File: src/rtl/uart_tx_pkg.sv
// Shared definitions for the memory-mapped UART transmitter.
// Holds the register word offsets (dev_addr[3:2]), the serialiser state
// encoding and the bit positions of the STATUS register.
package uart_tx_pkg;

  localparam logic [1:0] REG_DATA   = 2'd0;
  localparam logic [1:0] REG_STATUS = 2'd1;
  localparam logic [1:0] REG_CTRL   = 2'd2;
  localparam logic [1:0] REG_DIV    = 2'd3;

  typedef enum logic [1:0] {
    IDLE  = 2'd0,
    START = 2'd1,
    DATA  = 2'd2,
    STOP  = 2'd3
  } tx_state_e;

  localparam int unsigned STAT_BUSY    = 0;
  localparam int unsigned STAT_FULL    = 1;
  localparam int unsigned STAT_EMPTY   = 2;
  localparam int unsigned STAT_CNT_LSB = 4;
  localparam int unsigned STAT_CNT_MSB = 8;

endpackage

File: src/rtl/uart_tx_fifo.sv
// Synchronous FIFO holding bytes waiting for transmission.
// Ports:
//   clk, rst      clock, asynchronous active-high reset (empties the FIFO)
//   push, din     write request and data; ignored when full
//   pop, dout     read request and head-of-queue data; ignored when empty
//   full, empty   occupancy flags
//   count         number of stored entries (0..DEPTH)
module uart_tx_fifo #(
  parameter int unsigned DEPTH = 8,
  parameter int unsigned WIDTH = 8
) (
  input  logic                     clk,
  input  logic                     rst,
  input  logic                     push,
  input  logic [WIDTH-1:0]         din,
  input  logic                     pop,
  output logic [WIDTH-1:0]         dout,
  output logic                     full,
  output logic                     empty,
  output logic [$clog2(DEPTH):0]   count
);

  localparam int unsigned AW = $clog2(DEPTH);
  localparam int unsigned CW = AW + 1;

  logic [WIDTH-1:0] mem [DEPTH];
  logic [AW-1:0]    wr_ptr_q, rd_ptr_q;
  logic [CW-1:0]    count_q, count_d;
  logic             do_push, do_pop;

  assign full    = (count_q == CW'(DEPTH));
  assign empty   = (count_q == '0);
  assign count   = count_q;
  assign dout    = mem[rd_ptr_q];
  assign do_push = push & ~full;
  assign do_pop  = pop & ~empty;

  always_comb begin
    count_d = count_q;
    unique case ({do_push, do_pop})
      2'b10:   count_d = count_q + CW'(1);
      2'b01:   count_d = count_q - CW'(1);
      default: count_d = count_q;
    endcase
  end

  // DEPTH is a power of two, so pointer overflow is the modulo wrap.
  always_ff @(posedge clk or posedge rst) begin
    if (rst) begin
      wr_ptr_q <= '0;
      rd_ptr_q <= '0;
      count_q  <= '0;
    end else begin
      if (do_push) wr_ptr_q <= wr_ptr_q + AW'(1);
      if (do_pop)  rd_ptr_q <= rd_ptr_q + AW'(1);
      count_q <= count_d;
    end
  end

  always_ff @(posedge clk) begin
    if (do_push) mem[wr_ptr_q] <= din;
  end

endmodule

File: src/rtl/dev_uart_tx.sv
// Memory-mapped 8N1 UART transmitter (IO hub device slot 3).
// Ports:
//   clk, rst   system clock, asynchronous active-high reset
//   irq        level interrupt: ie & FIFO empty & transmitter idle (registered)
//   dev_out    combinational read data selected by dev_addr[3:2]
//   dev_in     write data; dev_we one-cycle write strobe
//   dev_addr   byte offset in slot; only [3:2] decoded
//   txd        serial output, idle high
module dev_uart_tx
  import uart_tx_pkg::*;
#(
  parameter int unsigned FIFO_DEPTH = 8,
  parameter logic [15:0] DIV_RESET  = 16'd433
) (
  input  logic        clk,
  input  logic        rst,
  output logic        irq,
  output logic [31:0] dev_out,
  input  logic [31:0] dev_in,
  input  logic [7:0]  dev_addr,
  input  logic        dev_we,
  output logic        txd
);

  localparam int unsigned CW = $clog2(FIFO_DEPTH) + 1;

  logic [1:0]    sel;
  logic          push, pop;
  logic [7:0]    fifo_dout;
  logic          fifo_full, fifo_empty;
  logic [CW-1:0] fifo_count;

  tx_state_e     state_q, state_d;
  logic [15:0]   cnt_q, cnt_d;
  logic [2:0]    bit_idx_q, bit_idx_d;
  logic [7:0]    shift_q, shift_d;
  logic [15:0]   div_q, div_d;
  logic          ie_q, ie_d;
  logic          txd_q, txd_d;
  logic          irq_q, irq_d;
  logic          bit_end;
  logic          busy;

  logic unused_bits;
  assign unused_bits = ^{dev_in[31:16], dev_addr[7:4], dev_addr[1:0]};

  assign sel  = dev_addr[3:2];
  assign push = dev_we & (sel == REG_DATA);
  assign busy = (state_q != IDLE);

  uart_tx_fifo #(
    .DEPTH (FIFO_DEPTH),
    .WIDTH (8)
  ) u_fifo (
    .clk   (clk),
    .rst   (rst),
    .push  (push),
    .din   (dev_in[7:0]),
    .pop   (pop),
    .dout  (fifo_dout),
    .full  (fifo_full),
    .empty (fifo_empty),
    .count (fifo_count)
  );

  always_comb begin
    ie_d  = ie_q;
    div_d = div_q;
    if (dev_we && sel == REG_CTRL) ie_d  = dev_in[0];
    if (dev_we && sel == REG_DIV)  div_d = dev_in[15:0];
  end

  // Period counter reloads from div_d so a DIVISOR write landing in the last
  // cycle of a bit period already governs the period that starts next.
  always_comb begin
    state_d   = state_q;
    cnt_d     = cnt_q;
    bit_idx_d = bit_idx_q;
    shift_d   = shift_q;
    pop       = 1'b0;
    bit_end   = (cnt_q == 16'd0);
    if (busy && !bit_end) cnt_d = cnt_q - 16'd1;

    unique case (state_q)
      IDLE: begin
        if (!fifo_empty) begin
          pop     = 1'b1;
          shift_d = fifo_dout;
          cnt_d   = div_d;
          state_d = START;
        end
      end
      START: begin
        if (bit_end) begin
          bit_idx_d = 3'd0;
          cnt_d     = div_d;
          state_d   = DATA;
        end
      end
      DATA: begin
        if (bit_end) begin
          shift_d = shift_q >> 1;
          cnt_d   = div_d;
          if (bit_idx_q == 3'd7) state_d = STOP;
          else                   bit_idx_d = bit_idx_q + 3'd1;
        end
      end
      STOP: begin
        if (bit_end) begin
          if (!fifo_empty) begin
            pop     = 1'b1;
            shift_d = fifo_dout;
            cnt_d   = div_d;
            state_d = START;
          end else begin
            state_d = IDLE;
          end
        end
      end
      default: state_d = IDLE;
    endcase

    // txd is registered from next-state values: glitch-free, no extra latency.
    unique case (state_d)
      START:   txd_d = 1'b0;
      DATA:    txd_d = shift_d[0];
      default: txd_d = 1'b1;
    endcase

    irq_d = ie_q & fifo_empty & ~busy;
  end

  always_ff @(posedge clk or posedge rst) begin
    if (rst) begin
      state_q   <= IDLE;
      cnt_q     <= '0;
      bit_idx_q <= '0;
      shift_q   <= '0;
      div_q     <= DIV_RESET;
      ie_q      <= 1'b0;
      txd_q     <= 1'b1;
      irq_q     <= 1'b0;
    end else begin
      state_q   <= state_d;
      cnt_q     <= cnt_d;
      bit_idx_q <= bit_idx_d;
      shift_q   <= shift_d;
      div_q     <= div_d;
      ie_q      <= ie_d;
      txd_q     <= txd_d;
      irq_q     <= irq_d;
    end
  end

  assign txd = txd_q;
  assign irq = irq_q;

  always_comb begin
    dev_out = 32'd0;
    unique case (sel)
      REG_STATUS: begin
        dev_out[STAT_BUSY]                   = busy;
        dev_out[STAT_FULL]                   = fifo_full;
        dev_out[STAT_EMPTY]                  = fifo_empty;
        dev_out[STAT_CNT_MSB:STAT_CNT_LSB]   = 5'(fifo_count);
      end
      REG_CTRL: dev_out[0]    = ie_q;
      REG_DIV:  dev_out[15:0] = div_q;
      default:  dev_out       = 32'd0;
    endcase
  end

endmodule

File: config.mk
export PLATFORM = sky130hd
export DESIGN_NAME = dev_uart_tx
export DESIGN_NICKNAME = d
export VERILOG_FILES = /design/src/rtl/uart_tx_pkg.sv /design/src/rtl/uart_tx_fifo.sv /design/src/rtl/dev_uart_tx.sv
export SDC_FILE = /design/constraint.sdc
export NUM_CORES = 1
export LEC_CHECK = 0
export CORE_MARGIN = 2
export CORE_UTILIZATION = 60
export CTS_CLUSTER_DIAMETER = 150
export DETAILED_ROUTE_END_ITERATION = 7
export DONT_BUFFER_PORTS = 1
export GPL_TIMING_DRIVEN = 0
export HOLD_SLACK_MARGIN = 0.08
export PLACE_DENSITY_LB_ADDON = 0.3
export SLEW_MARGIN = 20
export SYNTH_ARGS = -nofsm -noshare
export SYNTH_HDL_FRONTEND = slang
export SYNTH_SLANG_ARGS = --single-unit
File: constraint.sdc
create_clock -name clk -period 3.2 [get_ports clk]
set_input_delay 0.32 -clock clk [delete_from_list [all_inputs] [get_ports clk]]
set_output_delay 0.32 -clock clk [all_outputs]
set_load 0.005 [all_outputs]
==> impl_results.md <==
- Status: completed
- H-tree levels: 4
- Placed Area: 6680 um^2
- Die W: about 110 um
- Startpoint class of the critical path: register
- Gr ovfl total: 0
- Final setup vio count: 0
- Max-slew headroom: 35.5%
- Main synth FF type: edfxtp_1
- Initial DRT Pass Iterations: 5
- Worst slew pin tran: 0.958 ns
- Largest family of logic cells by synthesized area: compound AO/OA/AOI/OAI gates
- Total wire length: between 15000 and 20000 um
- Mux share of post-synthesis cell area: between 10% and 20%
- CP Class: reg -> reg
- Post-route DRC: 0
- Total GRT Usage: around 31%
- Synth Area in Adders: between 2 and 3%
- Clock transition at path regs: roughly 0.060 ns
- Compound-Gate Fraction of Synth Area: around 13%
- Path type of the worst min-delay path: in -> reg
- Final Skew: about 0.0062 ns
- Core ar.: slightly above 10000 um^2
- Arrival time worst endpoint: around 3.6 ns
- Pint: 4250 uW
- N_diodes: 0
- Cell area after layout: approximately 7500 um^2
- Post-synthesis cell type count: 74
- CP Max Fanout: 7
- Rows: 37
- Share of the yosys chip area belonging to registers: approximately 53%
- Detailed Route Iter0 Violations: ~570
- Combinational group share of total power: between 30 and 40%
- Final cycle utilization of the critical path: a little over nine tenths
- Post-Synth Simple-Gate Area: 12.2%
- Worst skew pair latency: roughly 0.53 ns
- Syn Inst Count: approximately 530
- Routed Antenna Nets: 0
- Clock buffer depth: 2
- RePlAce Congestion: 0.944
- Clock power share: ~29%
- Via count: between 4000 and 5000
- Reg power frac: around a third
- Psw: roughly 2500 uW
- Post-synthesis xor/xnor area fraction: about 2.5%
- Setup WS post-layout: about 0.042 ns
- Max Slew Vio Count: 0
- Fillers: 689
- IO buf count: 0
- Post-DP HPWL: 10900 um
- Max-cap violations: 0
- Pre-CTS setup slack: -0.228 ns
- Sw frac: around 37%
- TritonCTS Buffers: 17
- Peak supply drop: 0.000602 V
- Max frequency: roughly 320 MHz
- Die area: approximately 12000 um^2
- #FFs+latches synth: between 100 and 150
- Syn Area/Cell: between 10 and 15 um^2
- Commonest non-fill, non-tap cell in the layout: edfxtp_1
- Initial antenna violation count: 0
- Nets: 648
- Sink Count: ~120
- Wire length of the first global-routing pass: around 26000 um
- Most frequent cells in the layout: edfxtp_1 (64), nand2_1 (53), dfrtp_1 (52), o21ai_0 (30), nor2_1 (28)
- Final hold vios: 0
- Post-synth EDFFs: 64
- TritonCTS clock tree: built
- Die Ht: roughly 110 um
- Vias in the first global route: 4787
- Crit path required time: ~3.6 ns
- Drt via density: approximately 6.5
- Area delta synth->final: 17.1%
- CP endpoint kind: register
- Crit path time final: between 3 and 4 ns
- Fraction of layout cells with a size suffix above 1: a little over a fifth
- Wire length per cell: between 20 and 25 um
- Synth async-reset ratio: between 40% and 50%
- I/O pins: between 70 and 80
- Ys Warns: 0
- Pin count of the biggest net entering global routing: 59
- Leakage: about 0.003 uW
- Root Buffer: clkbuf_8
- Cell Area, Synth: around 6400 um^2
- PD cells: a little over 900 nW/um^2
- Starting density of the core: roughly 62%
- Unrepaired setup endpoints after global routing: true
[worst max-delay path, stage by stage, from the launching register on]
cell and delay (ns):
dfrtp_1 0.41, inv_1 0.11, ha_1 0.18, or4b_4 0.50
nor4_4 0.29, buf_6 0.15, a22oi_4 0.09, nor2_4 0.17
ha_2 0.23, ha_1 0.23, a21o_1 0.18, a21oi_1 0.16
xnor2_1 0.13, nor2_1 0.06, xor2_1 0.14
[layer usage]
layer	up-vias	wire length, um	GRT usage [%]	part of all wire [%]
met4	0	682	14.9	4.1
met3	55	1530	7.51	9.2
met1	2357	6580	40.9	40
met5	-	0	0	0
met2	306	7820	48.2	47
li1	2092	-	-	-
[kinds of logic after synthesis]
group,after synthesis
compound gates,112
xor+xnor,18
fa+ha+maj,14
buf+inv,65
flops,122
mux,53
other cells,1
simple gates,149
[flip-flops by register name, indices dropped and copies added (netlist names)]
register	cells
u_fifo.rd_ptr_q	3
cnt_q	16
div_q	16
bit_idx_q	3
ie_q	1
state_q	2
u_fifo.mem	64
u_fifo.wr_ptr_q	3
txd	1
irq	1
u_fifo.count	4
shift_q	8
[metrics by stage]
stage / setup TNS (ns) / utilization (%) / hold WS (ns) / power (uW) / instances
3_5_place_dp: -0.228 / 64.7 / 0.366 / 4730 / 688
3_3_place_gp: -4.69 / 64.2 / 0.419 / 4580 / 685
4_1_cts: 0 / 72.5 / 0.0884 / 6720 / 740
2_1_floorplan: 0 / - / 0.419 / 4100 / 549
6_report: 0 / 72.6 / 0.0878 / 6790 / 740
5_1_grt: -0.144 / 72.6 / 0.124 / 7130 / 740
[final cells by class]
cell class	instances	area, um^2	share of cell area, %
clock inverters	13	166	2.22
repair buffers	23	215	2.87
multi-input cells	362	2790	37.2
inverters	17	70.1	0.935
clock buffers	19	432	5.76
plain buffers	48	274	3.66
flip-flops and latches	122	3380	45.1
well taps	136	170	2.27
[power groups by stage]
stage                     Sequential (uW)  Clock, uW  Combinational (uW)
after global routing                 2330       2020                2790
after detailed placement             2300          0                2430
final                                2300       1940                2550
after CTS                            2280       1940                2500
after global placement               2270          0                2320
after floorplan                      2200          0                1900
[timing repair]
action,in CTS,in global routing
resized for setup,3,5
endpoints found under the setup margin,1,3
endpoints found under the hold margin,136,0
buffers inserted,1,0
hold buffers,19,0
pin swaps,0,1
[synthesized netlist by cell type, types with 4 or more instances]
| master | n | area (um^2) |
|---|---|---|
| a211oi_1 | 4 | 30.0 |
| a21oi_1 | 16 | 80.1 |
| a22o_1 | 13 | 114 |
| a32oi_1 | 4 | 35.0 |
| and3_1 | 10 | 62.6 |
| buf_2 | 6 | 30.0 |
| buf_4 | 18 | 135 |
| clkbuf_1 | 20 | 75.1 |
| dfrtp_1 | 52 | 1300 |
| dfstp_2 | 6 | 158 |
| edfxtp_1 | 64 | 1920 |
| ha_1 | 13 | 163 |
| inv_1 | 15 | 56.3 |
| mux2_2 | 16 | 180 |
| mux2i_1 | 22 | 220 |
| mux4_2 | 15 | 338 |
| nand2_1 | 53 | 199 |
| nand2b_1 | 4 | 25.0 |
| nand3_1 | 4 | 20.0 |
| nor2_1 | 28 | 105 |
| nor2b_1 | 6 | 37.5 |
| nor3_1 | 12 | 60.1 |
| nor4_1 | 6 | 37.5 |
| o21ai_0 | 30 | 150 |
| o22ai_1 | 4 | 25.0 |
| xnor2_1 | 9 | 78.8 |
| xor2_1 | 9 | 78.8 |
[worst paths after layout]
check | startpoint | endpoint | slack [ns] | depth (start not counted)
max | cnt_q[0] | u_fifo.count[3] | 0.04 | 14
min reg2reg | shift_q[5] | shift_q[5] | 0.51 | 1
min in group asynchronous | rst | shift_q[6] | 0.40 | 2
max in group asynchronous | rst | bit_idx_q[2] | 2.31 | 2
max reg2reg | cnt_q[0] | u_fifo.count[3] | 0.04 | 14
min | dev_we | u_fifo.wr_ptr_q[1] | 0.09 | 4
Note: power is estimated with default switching activity, not from simulation.
